[src/rtl/mac_pkg.sv]
// Shared definitions for the multiply-accumulate block: FSM state encoding,
// term-counter width and a saturating counter increment helper.
package mac_pkg;

  localparam int MAC_CNT_W = 8;

  typedef enum logic [1:0] {
    ACC   = 2'd0,
    DRAIN = 2'd1,
    OUT   = 2'd2
  } mac_state_e;

  // Increment that sticks at the all-ones value.
  function automatic logic [MAC_CNT_W-1:0] sat_inc(input logic [MAC_CNT_W-1:0] cnt);
    return (&cnt) ? cnt : cnt + 1'b1;
  endfunction

endpackage

[src/rtl/multiplyer.sv]
// Combinational unsigned WIDTH_IN x WIDTH_IN multiplier with a full-width product.
module multiplyer #(
  parameter int WIDTH_IN = 8
) (
  input  logic [WIDTH_IN-1:0]   a_i,
  input  logic [WIDTH_IN-1:0]   b_i,
  output logic [2*WIDTH_IN-1:0] p_o
);

  assign p_o = a_i * b_i;

endmodule

[src/rtl/mac_accumulator.sv]
// Three-stage unsigned multiply-accumulate with valid/ready handshakes.
// S1 registers operands, S2 registers the product, S3 accumulates.
// Build option: define MAC_ACCUMULATOR_SAT_EN to clamp the accumulator on
// overflow instead of wrapping; the sticky overflow flag is set either way.
//
// state | meaning
// ------+---------------------------------------------------------------
// ACC   | accepting operand beats
// DRAIN | last beat taken, waiting for its product to reach the accumulator
// OUT   | result presented, waiting for out_ready
module mac_accumulator
  import mac_pkg::*;
#(
  parameter int WIDTH_IN = 8,
  parameter int ACC_W    = 24
) (
  input  logic                 clk,
  input  logic                 rst,
  input  logic                 in_valid,
  output logic                 in_ready,
  input  logic [WIDTH_IN-1:0]  in_a,
  input  logic [WIDTH_IN-1:0]  in_b,
  input  logic                 in_last,
  output logic                 out_valid,
  input  logic                 out_ready,
  output logic [ACC_W-1:0]     out_acc,
  output logic [MAC_CNT_W-1:0] out_count,
  output logic                 overflow
);

  localparam int PROD_W = 2 * WIDTH_IN;

  mac_state_e state_q, state_d;

  logic                 accept;
  logic                 xfer;

  logic [WIDTH_IN-1:0]  s1_a_q, s1_b_q;
  logic                 s1_last_q, s1_valid_q;

  logic [PROD_W-1:0]    prod;
  logic [PROD_W-1:0]    s2_prod_q;
  logic                 s2_last_q, s2_valid_q;

  logic [ACC_W:0]       sum_ext;
  logic                 carry;
  logic [ACC_W-1:0]     acc_q, acc_d;
  logic [MAC_CNT_W-1:0] cnt_q, cnt_d;
  logic                 ovf_q, ovf_d;
  logic                 s3_last_q, s3_last_d;

  assign accept = in_valid && in_ready;
  assign xfer   = out_valid && out_ready;

  // S1: capture an accepted operand beat.
  always_ff @(posedge clk) begin
    if (rst) begin
      s1_valid_q <= 1'b0;
      s1_last_q  <= 1'b0;
      s1_a_q     <= '0;
      s1_b_q     <= '0;
    end else begin
      s1_valid_q <= accept;
      if (accept) begin
        s1_last_q <= in_last;
        s1_a_q    <= in_a;
        s1_b_q    <= in_b;
      end
    end
  end

  multiplyer #(
    .WIDTH_IN (WIDTH_IN)
  ) u_mult (
    .a_i (s1_a_q),
    .b_i (s1_b_q),
    .p_o (prod)
  );

  // S2: register the product alongside its tag bits.
  always_ff @(posedge clk) begin
    if (rst) begin
      s2_valid_q <= 1'b0;
      s2_last_q  <= 1'b0;
      s2_prod_q  <= '0;
    end else begin
      s2_valid_q <= s1_valid_q;
      if (s1_valid_q) begin
        s2_last_q <= s1_last_q;
        s2_prod_q <= prod;
      end
    end
  end

  // The carry out of the one-bit-wider add is the overflow event.
  assign sum_ext = {1'b0, acc_q} + {{(ACC_W + 1 - PROD_W){1'b0}}, s2_prod_q};
  assign carry   = sum_ext[ACC_W];

  // S3 next state: clear on result transfer, otherwise accumulate valid products.
  always_comb begin
    acc_d     = acc_q;
    cnt_d     = cnt_q;
    ovf_d     = ovf_q;
    s3_last_d = s3_last_q;
    if (xfer) begin
      acc_d     = '0;
      cnt_d     = '0;
      ovf_d     = 1'b0;
      s3_last_d = 1'b0;
    end else if (s2_valid_q) begin
`ifdef MAC_ACCUMULATOR_SAT_EN
      acc_d = carry ? {ACC_W{1'b1}} : sum_ext[ACC_W-1:0];
`else
      acc_d = sum_ext[ACC_W-1:0];
`endif
      cnt_d = sat_inc(cnt_q);
      ovf_d = ovf_q | carry;
      if (s2_last_q) begin
        s3_last_d = 1'b1;
      end
    end
  end

  // S3 registers: accumulator, term count, sticky overflow, last-added marker.
  always_ff @(posedge clk) begin
    if (rst) begin
      acc_q     <= '0;
      cnt_q     <= '0;
      ovf_q     <= 1'b0;
      s3_last_q <= 1'b0;
    end else begin
      acc_q     <= acc_d;
      cnt_q     <= cnt_d;
      ovf_q     <= ovf_d;
      s3_last_q <= s3_last_d;
    end
  end

  // FSM state register.
  always_ff @(posedge clk) begin
    if (rst) begin
      state_q <= ACC;
    end else begin
      state_q <= state_d;
    end
  end

  // FSM next-state logic.
  always_comb begin
    state_d = state_q;
    case (state_q)
      ACC:     if (accept && in_last) state_d = DRAIN;
      DRAIN:   if (s3_last_q)         state_d = OUT;
      OUT:     if (xfer)              state_d = ACC;
      default:                        state_d = ACC;
    endcase
  end

  // FSM outputs: handshake controls.
  always_comb begin
    in_ready  = 1'b0;
    out_valid = 1'b0;
    case (state_q)
      ACC:     in_ready  = 1'b1;
      OUT:     out_valid = 1'b1;
      default: ;
    endcase
  end

  assign out_acc   = acc_q;
  assign out_count = cnt_q;
  assign overflow  = ovf_q;

endmodule

[config.mk]
export PLATFORM = sky130hd
export DESIGN_NAME = mac_accumulator
export DESIGN_NICKNAME = d
export VERILOG_FILES = /design/src/rtl/mac_pkg.sv /design/src/rtl/multiplyer.sv /design/src/rtl/mac_accumulator.sv
export SDC_FILE = /design/constraint.sdc
export NUM_CORES = 1
export LEC_CHECK = 0
export CORE_UTILIZATION = 25
export CTS_CLUSTER_SIZE = 16
export DETAILED_ROUTE_END_ITERATION = 12
export PLACE_DENSITY_LB_ADDON = 0.08
export SYNTH_ARGS = -nofsm -noshare
export SYNTH_HDL_FRONTEND = slang
export SYNTH_SLANG_ARGS = --single-unit
export TNS_END_PERCENT = 50
[constraint.sdc]
create_clock -name clk -period 13.25 [get_ports clk]
set_input_delay 3.3125 -clock clk [delete_from_list [all_inputs] [get_ports clk]]
set_output_delay 3.3125 -clock clk [all_outputs]
set_load 0.05 [all_outputs]
Word level (Yosys, flattened, before mapping)
Index checks and enable logic that the tools add are counted.
Operators by class
  add/subtract/negate cells: 2
  reduce and logical (&&, ||, !) cells: 9
  $mul: 1
  mux-type cells: 6
  bitwise logic cells: 2
  eq/ne operators: 5
Operators with widths (number)
  adder 24 x 16 -> 25 bit: 1
  multiplier 8 x 8 -> 16 bit: 1
  adder 8 x 1 -> 8 bit (second input constant): 1
  AND reduction 8 bit: 1
  2-to-1 mux 2 bit: 3
  inequality test 2 bit (second input constant): 3
  one-hot mux 2 bit (3 select lines): 1
  AND reduction 2 bit: 2
  logical AND 1 bit: 3
  AND reduction 3 bit: 1
  == test 2 x 1 -> 1 bit (second input constant): 1
  == test 2 bit (second input constant): 1
  logical NOT 2 bit: 1
  2-to-1 mux 1 bit: 2
  OR reduction 2 bit: 1
  NOT 1 bit: 1
  OR 1 bit: 1
Storage, ports and cells
  input bits: 21
  output and inout port bits: 35
  word-level logic and storage cells: 37
  flip-flop bits (word level): 72

Longest topological paths before layout
  word-level depth: 6
  gate-level depth with buffers: 18
  depth with buffers taken out: 17

By module
Synthesis repeated with hierarchy kept, for this count alone.
Unflattened totals
  cell total of the unflattened synthesis: 649
  area total of the unflattened synthesis: 5604.1 µm²
Modules (own cells, without submodules)
  mac_accumulator: cells an instance 406, times used 1, sequential area each 1441.4 µm², area an instance 3494.6 µm²
  multiplyer: cells an instance 243, times used 1, sequential area each 0.0 µm², area an instance 2109.5 µm²

Worst setup path before layout
No wires, ideal clock.
  kind: flip-flop to output port
  start point: register state_q[1]
  end point: output port out_valid
  path buffers: 0
  required time: 9938 ps
  data arrival time: 1157 ps
  slack: 8780 ps
  stages on the path, launching flop included: 2
  cell sequence: dfxtp_1 nor2b_1
Between the ends
  cells in the longest elaborated chain, start to end: 2
Ends and longest elaborated chain
  start, declared: RTL line mac_accumulator.sv:33  | mac_state_e state_q, state_d;
  start signal, assigned: RTL line mac_accumulator.sv:144  | state_q <= state_d;
  == test 2 bit: RTL line mac_accumulator.sv:163  | case (state_q)
  2-to-1 mux 1 bit: RTL line mac_accumulator.sv:163
  end, declared: RTL line mac_accumulator.sv:24  | output logic out_valid,
Every way passes these cells.

Worst setup path in the final report
  start point: input port rst
  end point: register acc_q[14] (netlist: out_acc[14])
Between the ends
  cells in the longest elaborated chain, start to end: 1
Ends and longest elaborated chain
  start, declared: RTL line mac_accumulator.sv:18  | input logic rst,
  OR reduction 2 bit (no source line)
  end signal, assigned: RTL line mac_accumulator.sv:127  | acc_q <= '0;
  end signal, assigned: RTL line mac_accumulator.sv:132  | acc_q <= acc_d;
  end, declared: RTL line mac_accumulator.sv:47  | logic [ACC_W-1:0] acc_q, acc_d;
Every way passes these cells.
A chain may end at the register's enable or synchronous reset.

==> qor.yml <==
drt_iter0_markers: 149
status: "complete, no violations"
cts_setup_buffers: 0
core_area_um2: 21900
seq_power_share_pct: 38.3
ys_types: 51
warning_count_from_the_yosys_run: 0
final.setup_skew_ns: 0.00835
synth-compound-area-share_pct: 13.6
utilization_pct: 31.1
yosys.area.top_type: "dfxtp_1"
commonest_non_fill_non_tap_cell_in_the_layout: "nand2_1"
timing.critical_path.cells: "clkdlybuf4s50_1 -> buf_4 -> a21o_1 -> nor3_1 -> a32o_1 -> a211o_1"
ys_seq_elements: 72
n_antenna_cell: 0
num_vias: 4635
num-nets-final: 821
critPathArrivalTime_ns: 5.70
synth_top_cell_area_share_pct: 25.7
cts_htree_levels: 3
cts_inserted_buffers: 9
postSynthNetCount: 777
power_per_cell_area_nw_per_um2: 89.8
die_height_um: 152
worst-path-max-fanout: 44
syn_to_final_growth_pct: 21.5
setup_violating_endpoint_count_in_the_final_report: 0
critical_path_class: "in -> reg"
die_width_um: 152
syn-instance-count: 666
drive_above_1_share_pct: 3.92
grt_overflow_total: 0
setup.worst_path.end_class: "flop"
post_synth_mux_area_share_pct: 4.31
post-route-min-period_ns: 5.47
power.internal_uw: 456
swShare_pct: 25.5
synth_area_leaders: "dfxtp_1 (26%), fa_1 (13%), ha_1 (12%)"
post-route-drc-count: 0
hold_viol_final: 0
post_cts_resized: 0
grt_pass1_wl_um: 22700
power.switching_uw: 156
dominantRegCellSynth: "dfxtp_1"
leakagePower_nw: 2.96
place_hpwl_um: 10500
synth_simple_gate_area_share_pct: 21.3
synth_adder_area_share_pct: 25.0
initial_utilization_pct: 25.6
rsz0062_at_grt: "false"
cp_data_required_time_ns: 13.48
design.die.area_um2: 23000
synth-xor-area-share_pct: 4.06
p_clk_share_pct: 51.1
asyncSetResetFlopFracSynth_pct: 0
route.final.wire_length_um: 13600
holdCritPathClass: "reg -> reg"
ir_worst_vdd_uv: 54.7
cts_tree: "done"
grt.total_usage_pct: 12.6
finalCritPeriodShare_pct: 41.3
max-clock-path-buffers: 2
route.detailed.vias_per_inst: 4.66
port-buffer-count: 55
synth_enable_flop_cells: 0
critical-path-slowest-cell: "a21o_1"
worst-slew-pin-transition_ns: 1.07
synth_top_family_by_area: "adder cells"
length_of_the_first_detailed_routing_pass_in_iterations: 4
via_count_of_the_first_global_routing_pass: 4604
final.fill_count: 2371
comb_power_share_pct: 10.6
netlist_area_before_placement_um2: 5610
timing.slew.headroom_pct: 28.4
critPathMaxStageDelay_ns: 0.85
weighted_congestion_reported_at_the_end_of_routability_driven_placement: 0.803
timing.max_cap.violations: 0
layout_common_cells: "nand2_1 (74), dfxtp_1 (72), inv_1 (65)"
io-pin-count: 56
wl_per_cell_um: 13.7
finalMaxSlewViolations: 0
fmax_mhz: 183
clock_network_latency_to_the_later_pin_of_the_worst_skew_pair_ns: 0.34
cts.sinks: 72
initial_antenna_violation_count: 0
critical_path.startpoint_type: "input port"
cts_root_buf: "clkbuf_16"
drtAntennaViolNets: 0
syn_area_per_cell_um2: 8.42
clk_pin_slew_worst_paths_ns: 0.06
post_synthesis_sequential_area_ratio_pct: 25.7
fp_rows: 54
cts_hold_buffers: 0
total_neg_setup_slack_ns: 0
largest_net_degree_at_the_start_of_global_routing: 45
==> layout make-up <==
| class | count | area [µm²] | area share, % |
|---|---|---|---|
| inverter | 65 | 244 | 3.58 |
| clock inverter | 7 | 149 | 2.18 |
| timing repair buffer | 58 | 573 | 8.41 |
| multi-input combinational | 504 | 3830 | 56.2 |
| clock buffer | 9 | 225 | 3.30 |
| sequential | 72 | 1440 | 21.1 |
| tap | 280 | 350 | 5.14 |
==> worst paths after layout <==
check	from	endpoint	slack (ns)	cells past startpoint
worst max-delay path	rst	out_acc[14]	7.78	6
worst min-delay path	s1_last_q	s1_last_q	0.46	2
worst max register to register	s1_a_q[3]	s2_prod_q[13]	8.53	15
worst min register to register	s1_last_q	s1_last_q	0.46	2
==> registers in the layout (all words and copies together), names as in the netlist <==
| register | count |
|---|---|
| out_acc | 24 |
| s2_prod_q | 16 |
| out_count | 8 |
| s1_a_q | 8 |
| s1_b_q | 8 |
| state_q | 2 |
| overflow | 1 |
| s1_last_q | 1 |
| s1_valid_q | 1 |
| s2_last_q | 1 |
| s2_valid_q | 1 |
| s3_last_q | 1 |
==> synthesized netlist by cell type, types with 3 or more instances <==
cell      number
a211oi_1       5
a21o_1         7
a21oi_1       53
a31oi_1        7
and2_1        51
and3_1         5
buf_1          6
clkbuf_1      18
dfxtp_1       72
fa_1          37
ha_1          53
inv_1         65
mux2i_1       23
nand2_1       74
nand2b_1       6
nand3_1       14
nand4_1        9
nor2_1        52
nor2b_1        3
nor3_1        10
nor3b_1        3
o211ai_1       7
o21a_1         9
o21ai_0       14
o31ai_1        4
xnor2_1       19
xor2_1         7
==> per-layer routing <==
| layer | vias up | part of all wire [%] | GRT usage (%) |
|---|---|---|---|
| met5 | - | 0 | 0 |
| met4 | 0 | 1.5 | 4.11 |
| met3 | 15 | 2.9 | 2.46 |
| met2 | 77 | 48 | 21.0 |
| met1 | 2215 | 48 | 16.2 |
| li1 | 2328 | - | - |
==> logic make-up (layout without fill, tap and decap cells) <==
logic type | count (synthesis) | count (layout)
AOI/OAI and AO/OA | 122 | 122
xor gates and xnor gates | 26 | 26
adders and majority gates | 90 | 90
buffers and inverters | 90 | 139
DFF | 72 | 72
muxes | 24 | 24
and+or+nand+nor | 242 | 242
==> power groups by stage <==
| stage | combinational, mW | clock, mW | sequential [mW] |
|---|---|---|---|
| 2_1_floorplan | 0.0434 | 0 | 0.238 |
| 3_3_place_gp | 0.0652 | 0 | 0.239 |
| 3_5_place_dp | 0.0659 | 0 | 0.240 |
| 4_1_cts | 0.0664 | 0.326 | 0.235 |
| 5_1_grt | 0.0737 | 0.332 | 0.236 |
| 6_report | 0.0649 | 0.313 | 0.234 |
==> critical path: cells and delay by family <==
family / cells / cell delay [ns]
buffers and inverters: 2 / 0.86
AO/OA/AOI/OAI: 3 / 1.37
AND/OR/NAND/NOR: 1 / 0.15
==> through the flow <==
step                      power (mW)  cell area [µm²]  worst slack (ns)  cells  hold slack (ns)
final                          0.612             6820              7.78    995            0.463
after global routing           0.642             6820              7.57    995            0.504
after CTS                      0.627             6810              7.79    995            0.469
after detailed placement       0.305             6440              7.43    979            0.457
after global placement         0.304             6440              7.47    979            0.447
after floorplan                0.281             5610              8.78    666            0.435
(Power assumes the default switching activity.)
